`config.mk`:
```
export PLATFORM = sky130hd
export DESIGN_NAME = branch_history_table
export DESIGN_NICKNAME = d
export VERILOG_FILES = /design/src/rtl/branch_pred_pkg.sv /design/src/rtl/branch_perf_counters.sv /design/src/rtl/branch_history_table.sv
export SDC_FILE = /design/constraint.sdc
export NUM_CORES = 1
export LEC_CHECK = 0
export CAP_MARGIN = 40
export CORE_MARGIN = 8
export CORE_UTILIZATION = 39
export CTS_BUF_LIST = sky130_fd_sc_hd__clkbuf_16
export DETAILED_ROUTE_END_ITERATION = 7
export PLACE_DENSITY_LB_ADDON = 0.1
export SLEW_MARGIN = 20
export SYNTH_ARGS = -nofsm -noshare
export SYNTH_HDL_FRONTEND = slang
export SYNTH_HIERARCHICAL = 1
export SYNTH_SLANG_ARGS = --single-unit
```
`constraint.sdc`:
```
create_clock -name clk_i -period 7.4 [get_ports clk_i]
set_clock_uncertainty 0.2 [all_clocks]
set_input_delay 2.22 -clock clk_i [delete_from_list [all_inputs] [get_ports clk_i]]
set_output_delay 2.22 -clock clk_i [all_outputs]
set_load 0.005 [all_outputs]
```
`src/rtl/branch_pred_pkg.sv`:
```
// Shared types and helpers for the branch history table predictor.
// Provides the 2-bit counter encoding, branch-op codes and the counter update function.
package branch_pred_pkg;

  typedef enum logic [1:0] {
    STRONG_NT = 2'b00,
    WEAK_NT   = 2'b01,
    WEAK_T    = 2'b10,
    STRONG_T  = 2'b11
  } bht_ctr_t;

  localparam logic [1:0] BRANCH_OP_NONE = 2'b00;
  localparam logic [1:0] BRANCH_OP_JUMP = 2'b01;
  localparam logic [1:0] BRANCH_OP_COND = 2'b11;

  // Saturating step toward the resolved direction; the ends of the range stick.
  function automatic bht_ctr_t bht_next(input bht_ctr_t ctr, input logic taken);
    bht_ctr_t nxt;
    nxt = ctr;
    if (taken) begin
      if (ctr != STRONG_T) nxt = bht_ctr_t'(ctr + 2'd1);
    end else begin
      if (ctr != STRONG_NT) nxt = bht_ctr_t'(ctr - 2'd1);
    end
    return nxt;
  endfunction

endpackage

```
`src/rtl/branch_perf_counters.sv`:
```
// Retired conditional-branch and mispredict counters for the branch predictor.
// Both counters are free-running 32-bit and wrap to zero.
module branch_perf_counters (
  input  logic        clk_i,
  input  logic        reset_n_i,
  input  logic        branch_inc_i,
  input  logic        mispredict_inc_i,
  output logic [31:0] branch_count_o,
  output logic [31:0] mispredict_cnt_o
);

  // Count every cycle in which a conditional branch trains the table.
  always_ff @(posedge clk_i or negedge reset_n_i) begin
    if (!reset_n_i)        branch_count_o <= 32'h0;
    else if (branch_inc_i) branch_count_o <= branch_count_o + 32'd1;
  end

  // Count every cycle in which the execute-stage branch was mispredicted.
  always_ff @(posedge clk_i or negedge reset_n_i) begin
    if (!reset_n_i)            mispredict_cnt_o <= 32'h0;
    else if (mispredict_inc_i) mispredict_cnt_o <= mispredict_cnt_o + 32'd1;
  end

endmodule

```
`src/rtl/branch_history_table.sv`:
```
// Dynamic conditional-branch predictor: a tagless table of 2-bit saturating counters,
// looked up combinationally at fetch and trained by resolved branches at execute.
// Optional feature macro: BHT_PERF_CNT_EN adds branch/mispredict performance counters;
// without it the counter ports read zero and no counter flops exist.
module branch_history_table
  import branch_pred_pkg::*;
#(
  parameter int WIDTH       = 32,
  parameter int INDEX_WIDTH = 6
) (
  input  logic             clk_i,
  input  logic             reset_n_i,
  input  logic [WIDTH-1:0] pc_f_i,
  output logic             pred_taken_f_o,
  input  logic [WIDTH-1:0] pc_e_i,
  input  logic             valid_e_i,
  input  logic             stall_e_i,
  input  logic [1:0]       branch_op_e_i,
  input  logic             pc_src_res_e_i,
  input  logic             pred_taken_e_i,
  output logic             mispredict_e_o,
  output logic [31:0]      branch_count_o,
  output logic [31:0]      mispredict_cnt_o
);

  localparam int TABLE_SIZE = 1 << INDEX_WIDTH;

  bht_ctr_t               table_q [TABLE_SIZE];
  logic [INDEX_WIDTH-1:0] fetch_idx;
  logic [INDEX_WIDTH-1:0] upd_idx;
  logic                   upd;
  logic                   unused_pc_bits;

  // Word-aligned PCs: the byte offset and the bits above the index are dropped, so
  // PCs that share index bits alias onto one counter.
  assign fetch_idx = pc_f_i[INDEX_WIDTH+1:2];
  assign upd_idx   = pc_e_i[INDEX_WIDTH+1:2];
  assign unused_pc_bits = ^{pc_f_i[WIDTH-1:INDEX_WIDTH+2], pc_f_i[1:0],
                            pc_e_i[WIDTH-1:INDEX_WIDTH+2], pc_e_i[1:0]};

  // A stalled branch trains only in the cycle its stall releases; reset masks training
  // so the mispredict flag and counters stay quiet while reset is held.
  assign upd = reset_n_i & valid_e_i & ~stall_e_i & (branch_op_e_i == BRANCH_OP_COND);

  assign mispredict_e_o = upd & (pc_src_res_e_i != pred_taken_e_i);

  // No bypass: a same-index update is seen by fetch one cycle later.
  assign pred_taken_f_o = table_q[fetch_idx][1];

  // Counter table: all entries weakly not-taken on reset, one entry trained per update.
  always_ff @(posedge clk_i or negedge reset_n_i) begin
    if (!reset_n_i) begin
      for (int i = 0; i < TABLE_SIZE; i++) table_q[i] <= WEAK_NT;
    end else if (upd) begin
      table_q[upd_idx] <= bht_next(table_q[upd_idx], pc_src_res_e_i);
    end
  end

`ifdef BHT_PERF_CNT_EN
  branch_perf_counters u_perf (
    .clk_i            (clk_i),
    .reset_n_i        (reset_n_i),
    .branch_inc_i     (upd),
    .mispredict_inc_i (mispredict_e_o),
    .branch_count_o   (branch_count_o),
    .mispredict_cnt_o (mispredict_cnt_o)
  );
`else
  assign branch_count_o   = 32'h0;
  assign mispredict_cnt_o = 32'h0;
`endif

endmodule
```
# ---- Yosys cells after proc, flatten, opt, wreduce, memory -nomap -nowiden
# Cells that the tools add are included.
dict set report classes {
  shift 0
  multipliers 0
  bitwise_logic 7
  addsub 2
  n_eq_ne 3
  order_cmp 3
  div 0
  mux 13
  n_reduce_logical 2
}
# cell count
set op_table {}
lappend op_table {{128-bit bitwise mux} 1}
lappend op_table {{2-bit binary-select mux with 6-bit select} 2}
lappend op_table {{2-bit two-way mux} 9}
lappend op_table {{7-bit greater-or-equal comparator, second input constant} 2}
lappend op_table {{6-bit inverter with 7-bit output} 2}
lappend op_table {{2-bit demux with 6-bit select} 1}
lappend op_table {{7-bit by 1-bit less-than comparator with 1-bit output, second input constant} 1}
lappend op_table {{1-bit AND} 4}
lappend op_table {{2-bit by 1-bit adder with 2-bit output, second input constant} 1}
lappend op_table {{2-bit equality test, second input constant} 1}
lappend op_table {{2-bit inequality test, second input constant} 1}
lappend op_table {{2-bit nonzero test} 1}
lappend op_table {{2-bit by 1-bit subtractor with 2-bit output, second input constant} 1}
lappend op_table {{1-bit logical AND} 1}
lappend op_table {{1-bit inequality test} 1}
lappend op_table {{1-bit inverter} 1}
dict set report word_totals {
  mem_bits_ro 0
  output_inout_bits 66
  n_memories 0
  latchBits 0
  mem_bits_rw 0
  ff_bits 128
}

# ---- Logic depth before layout (Yosys ltp)
dict set report logic_depth {
  ltp_word 9
  depth_mapped 12
}

# ---- Worst setup path before layout
# No wires, ideal clock.
dict set report synth_timing {
  path_kind {input-to-output}
  startpoint {input pc_f_i[2]}
  endpoint {output pred_taken_f_o}
  stages 5
  setup_slack_ns 0.348
  n_path_buf 2
  arrival_ns 4.632
  path_cell_list {clkbuf_1 buf_1 mux4_2 mux4_2 mux4_2}
}
dict set report synth_between {
  elab_chain_len 4
}
# element line_no
set synth_lines {}
lappend synth_lines {{start: declaration} branch_history_table.sv:13} ;# input logic [WIDTH-1:0] pc_f_i,
lappend synth_lines {{6-bit inverter with 7-bit output (not written as such)} branch_history_table.sv:48} ;# assign pred_taken_f_o = table_q[fetch_idx][1];
lappend synth_lines {{2-bit binary-select mux with 6-bit select} branch_history_table.sv:48}
lappend synth_lines {{2-bit two-way mux (not written as such) (2 in a row)} branch_history_table.sv:48}
lappend synth_lines {{end: declaration} branch_history_table.sv:14} ;# output logic pred_taken_f_o,
# Every way passes these cells. The select of a mux whose other input is x is not followed.

# ---- Final worst setup path
# Same ends and word-level chain as after synthesis.

==> flow_summary_export.csv <==
group,metric,value,unit
status,status,"completed",
critical_path,crit_top_cell,"mux4_2",
finish,layout_common_cells,"nand2_1 (205), o21ai_0 (70), conb_1 (64), dfstp_2 (64), dfrtp_1 (64)",
worst_hold_path,hold_path_class,"register to register",
floorplan,start_util,0.3971,
finish,drive_above_1_share,0.2830,
floorplan,die_area,24580,um2
timing,fin_crit,7312,ps
pwr,vdd_drop_max,155.5,uV
cts,clk_path_buf_depth,2,
pwr,p_int,1.363,mW
cts,cts_setup_buffers,0,
detailed_routing,ant_nets,0,
floorplan,ios,138,
logic_synthesis,synth_area,7729,um2
logic_synthesis,synth-edff-count,0,
global_routing,gr-usage-all-layers,0.1920,
placement,dp_slack,-43.09,ps
critical_path,required,4980,ps
timing,rsz0062_at_grt,"no",
logic_synthesis,synth_top_area_cell,"dfstp_2",
global_routing,antenna_found_initial,0,
placement,dp.cells,1019,
global_routing,grt_max_degree,63,
finish,nets,847,
pwr,pwr-share-seq,0.395,
critical_path,path_cells,"dlygate4sd2_1 -> bufbuf_16 -> mux4_2 -> mux4_2 -> mux4_2 -> clkdlybuf4s50_1",
pwr,comb_power_share,0.113,
critical_path,worstSetupStartpointType,"primary input",
logic_synthesis,synth_cells,761,
critical_path,critPathCaptureType,"primary output",
global_routing,grt_pass1_vias,5796,
pwr,p_sw,0.4677,mW
finish,area_growth,12.42,%
flow_run,maxCapViolations,0,
logic_synthesis,ys_ff_latch,128,
finish,largest_register_ffs,128,
detailed_routing,dr.pass1.iters,5,
detailed_routing,wl_per_cell,21.60,um
logic_synthesis,yosysTopAreaCellShare,0.2176,
floorplan,row_count,51,
detailed_routing,drt_iter0_drc,389,
worst_hold_path,worstHoldStart,"table_q[120]$_DFFE_PN1P_",
logic_synthesis,yosysSeqAreaShare,0.4248,
pwr,clockPowerShare,0.492,
cts,tritoncts,"yes",
critical_path,crit_fanout,8,
critical_path,worstReg2RegStart,"table_q[88]$_DFFE_PN1P_",
cts,cts_root_buffer,"clkbuf_16",
critical_path,endpoint,"pred_taken_f_o",
timing,hold_viol_final,0,
critical_path,rr_worst_depth,8,
timing,fin_setup_tns,0,ps
cts,htree_levels,4,
timing,fin_hold_ws,279.5,ps
critical_path,rrSetupSlack,4050,ps
floorplan,die_w,156.8,um
finish,ff_latch_area,3283,um2
timing,finalSetupViolations,0,
critical_path,crit_arrival,4890,ps
critical_path,cpPeakStageDelay,520,ps
pwr,p_per_area,210.7,nW/um2
placement,port_buffers,21,
timing,tightest_slew,865.1,ps
critical_path,criticalPathCategory,"primary input to primary output",
global_routing,grt.overflow.total,0,
floorplan,die_h,156.8,um
detailed_routing,vias,5751,
logic_synthesis,yosysWarnings,6,
finish,multi_input_area,3968,um2
cts,cts_sinks,128,
pwr,power,1.831,mW
timing,maxSlewViolCount,0,
timing,fin_ws,88.36,ps
finish,num_antenna_cells,0,
finish,fill_cells,1876,
detailed_routing,finalWirelength,22750,um
cts,cts_buffers,17,
critical_path,startpoint,"pc_f_i[2]",
logic_synthesis,syn_area_per_cell,10.16,um2
finish,largest_registers,"table_q x128",
placement,dp_hpwl,15190,um
critical_path,reg2reg_to,"table_q[49]$_DFFE_PN0P_",
logic_synthesis,ys_types,55,
finish,final_common_cell,"nand2_1",
detailed_routing,viasPerCell,5.462,
cts,ctsHoldBuffers,0,
finish,finalNonFillerCells,1053,
timing,period_share,0.9881,
pwr,leakage,3.387,nW
detailed_routing,drc,0,
logic_synthesis,synth_area_leaders,"dfstp_2 (22%), dfrtp_1 (21%), nand2_1 (10%), o31ai_2 (9.7%), mux4_2 (8.2%)",
floorplan,coreArea,19460,um2
cts,clock_latency,420,ps
finish,regMostFlops,"table_q",
placement,gp_congestion,0.8404,
pwr,switching_share,0.2554,
cts,cts.clk_slew.worst_paths,50,ps
timing,max_slew_margin,0.4212,
logic_synthesis,ys.flop_type,"dfstp_2",
timing,fmax,0.1368,GHz
logic_synthesis,async_flop_share,1.000,
global_routing,grt_pass1_wl,35350,um
critical_path,cpMaxStageDelayCell,"mux4_2",
==> final cells by class <==
type,instances,share of cell area
clock buffers,17,0.04896
clock inverters,15,0.02319
inverters,3,0.001296
multi-input cells,581,0.4567
flip-flops and latches,128,0.3779
well taps,265,0.03816
repair buffers,44,0.05386
==> cell families (layout without fill, tap and decap cells) <==
family	after synthesis	after routing	share of synthesized area
other	1	64	0.0004852
buffers and inverters	115	79	0.09843
xor gates and xnor gates	1	1	0.001133
DFF	128	128	0.4248
and+or+nand+nor	269	269	0.1476
muxes	55	55	0.1183
AOI/OAI and AO/OA	192	192	0.2092
==> routing by layer <==
metal	global-route usage	up-vias	routed length [um]
met5	0	-	0
li1	-	2644	-
met2	0.2993	191	10640
met4	0.06453	0	416
met1	0.2564	2885	10210
met3	0.04661	31	1482
==> repair_timing <==
action,in CTS,in global routing
setup endpoints to repair,1,0
gates resized for setup,1,0
endpoints found under the hold margin,0,0
==> synth_stat cells (2+ instances only) <==
master and n:
a211oi_1 7, a21oi_1 8, a221o_1 4, a221oi_1 4, a22o_1 2, a22oi_1 9, a31oi_1 3, and3_1 5
and3b_1 6, buf_1 6, buf_2 11, buf_4 64, buf_6 10, clkbuf_1 21, dfrtp_1 64, dfstp_2 64
inv_1 3, mux2_1 3, mux2_2 8, mux2i_1 16, mux4_2 28, nand2_1 205, nand2b_1 6, nand3_1 7
nand3b_1 2, nor2_1 18, nor2b_1 7, nor3_1 4, nor3b_1 3, o211ai_1 3, o21ai_0 70, o311ai_0 2
o31ai_1 5, o31ai_2 60, o32a_1 2, or2_2 2
==> how the worst min path moves through the flow <==
| stage | cells after the start | to |
|---|---|---|
| 2_1_floorplan | 2 | table_q[40]$_DFFE_PN1P_ |
| 3_3_place_gp | 2 | table_q[106]$_DFFE_PN1P_ |
| 3_5_place_dp | 2 | table_q[120]$_DFFE_PN1P_ |
| 4_1_cts | 2 | table_q[120]$_DFFE_PN1P_ |
| 5_1_grt | 2 | table_q[30]$_DFFE_PN1P_ |
| 6_report | 2 | table_q[120]$_DFFE_PN1P_ |
==> worst max-delay path, delay by kind of cell <==
family	cells	cell delay (ps)
buffers and inverters	3	1140
multiplexers	3	1520
==> power by group through the flow <==
stage          Combinational (mW)  Sequential [mW]  Clock [mW]
2_1_floorplan               0.147            0.731           0
3_3_place_gp                0.197            0.733           0
3_5_place_dp                0.203            0.734           0
4_1_cts                     0.206            0.722       0.917
5_1_grt                     0.223            0.724       0.948
6_report                    0.207            0.723       0.901
==> per-stage QoR <==
step | cell area [um2] | utilization
finish | 8688 | 0.4464
global route | 8688 | 0.4464
CTS | 8668 | 0.4454
detailed placement | 8010 | 0.4116
global placement | 7939 | 0.4079
floorplan | 7965 | -
Note: power is estimated with default switching activity, not from simulation.
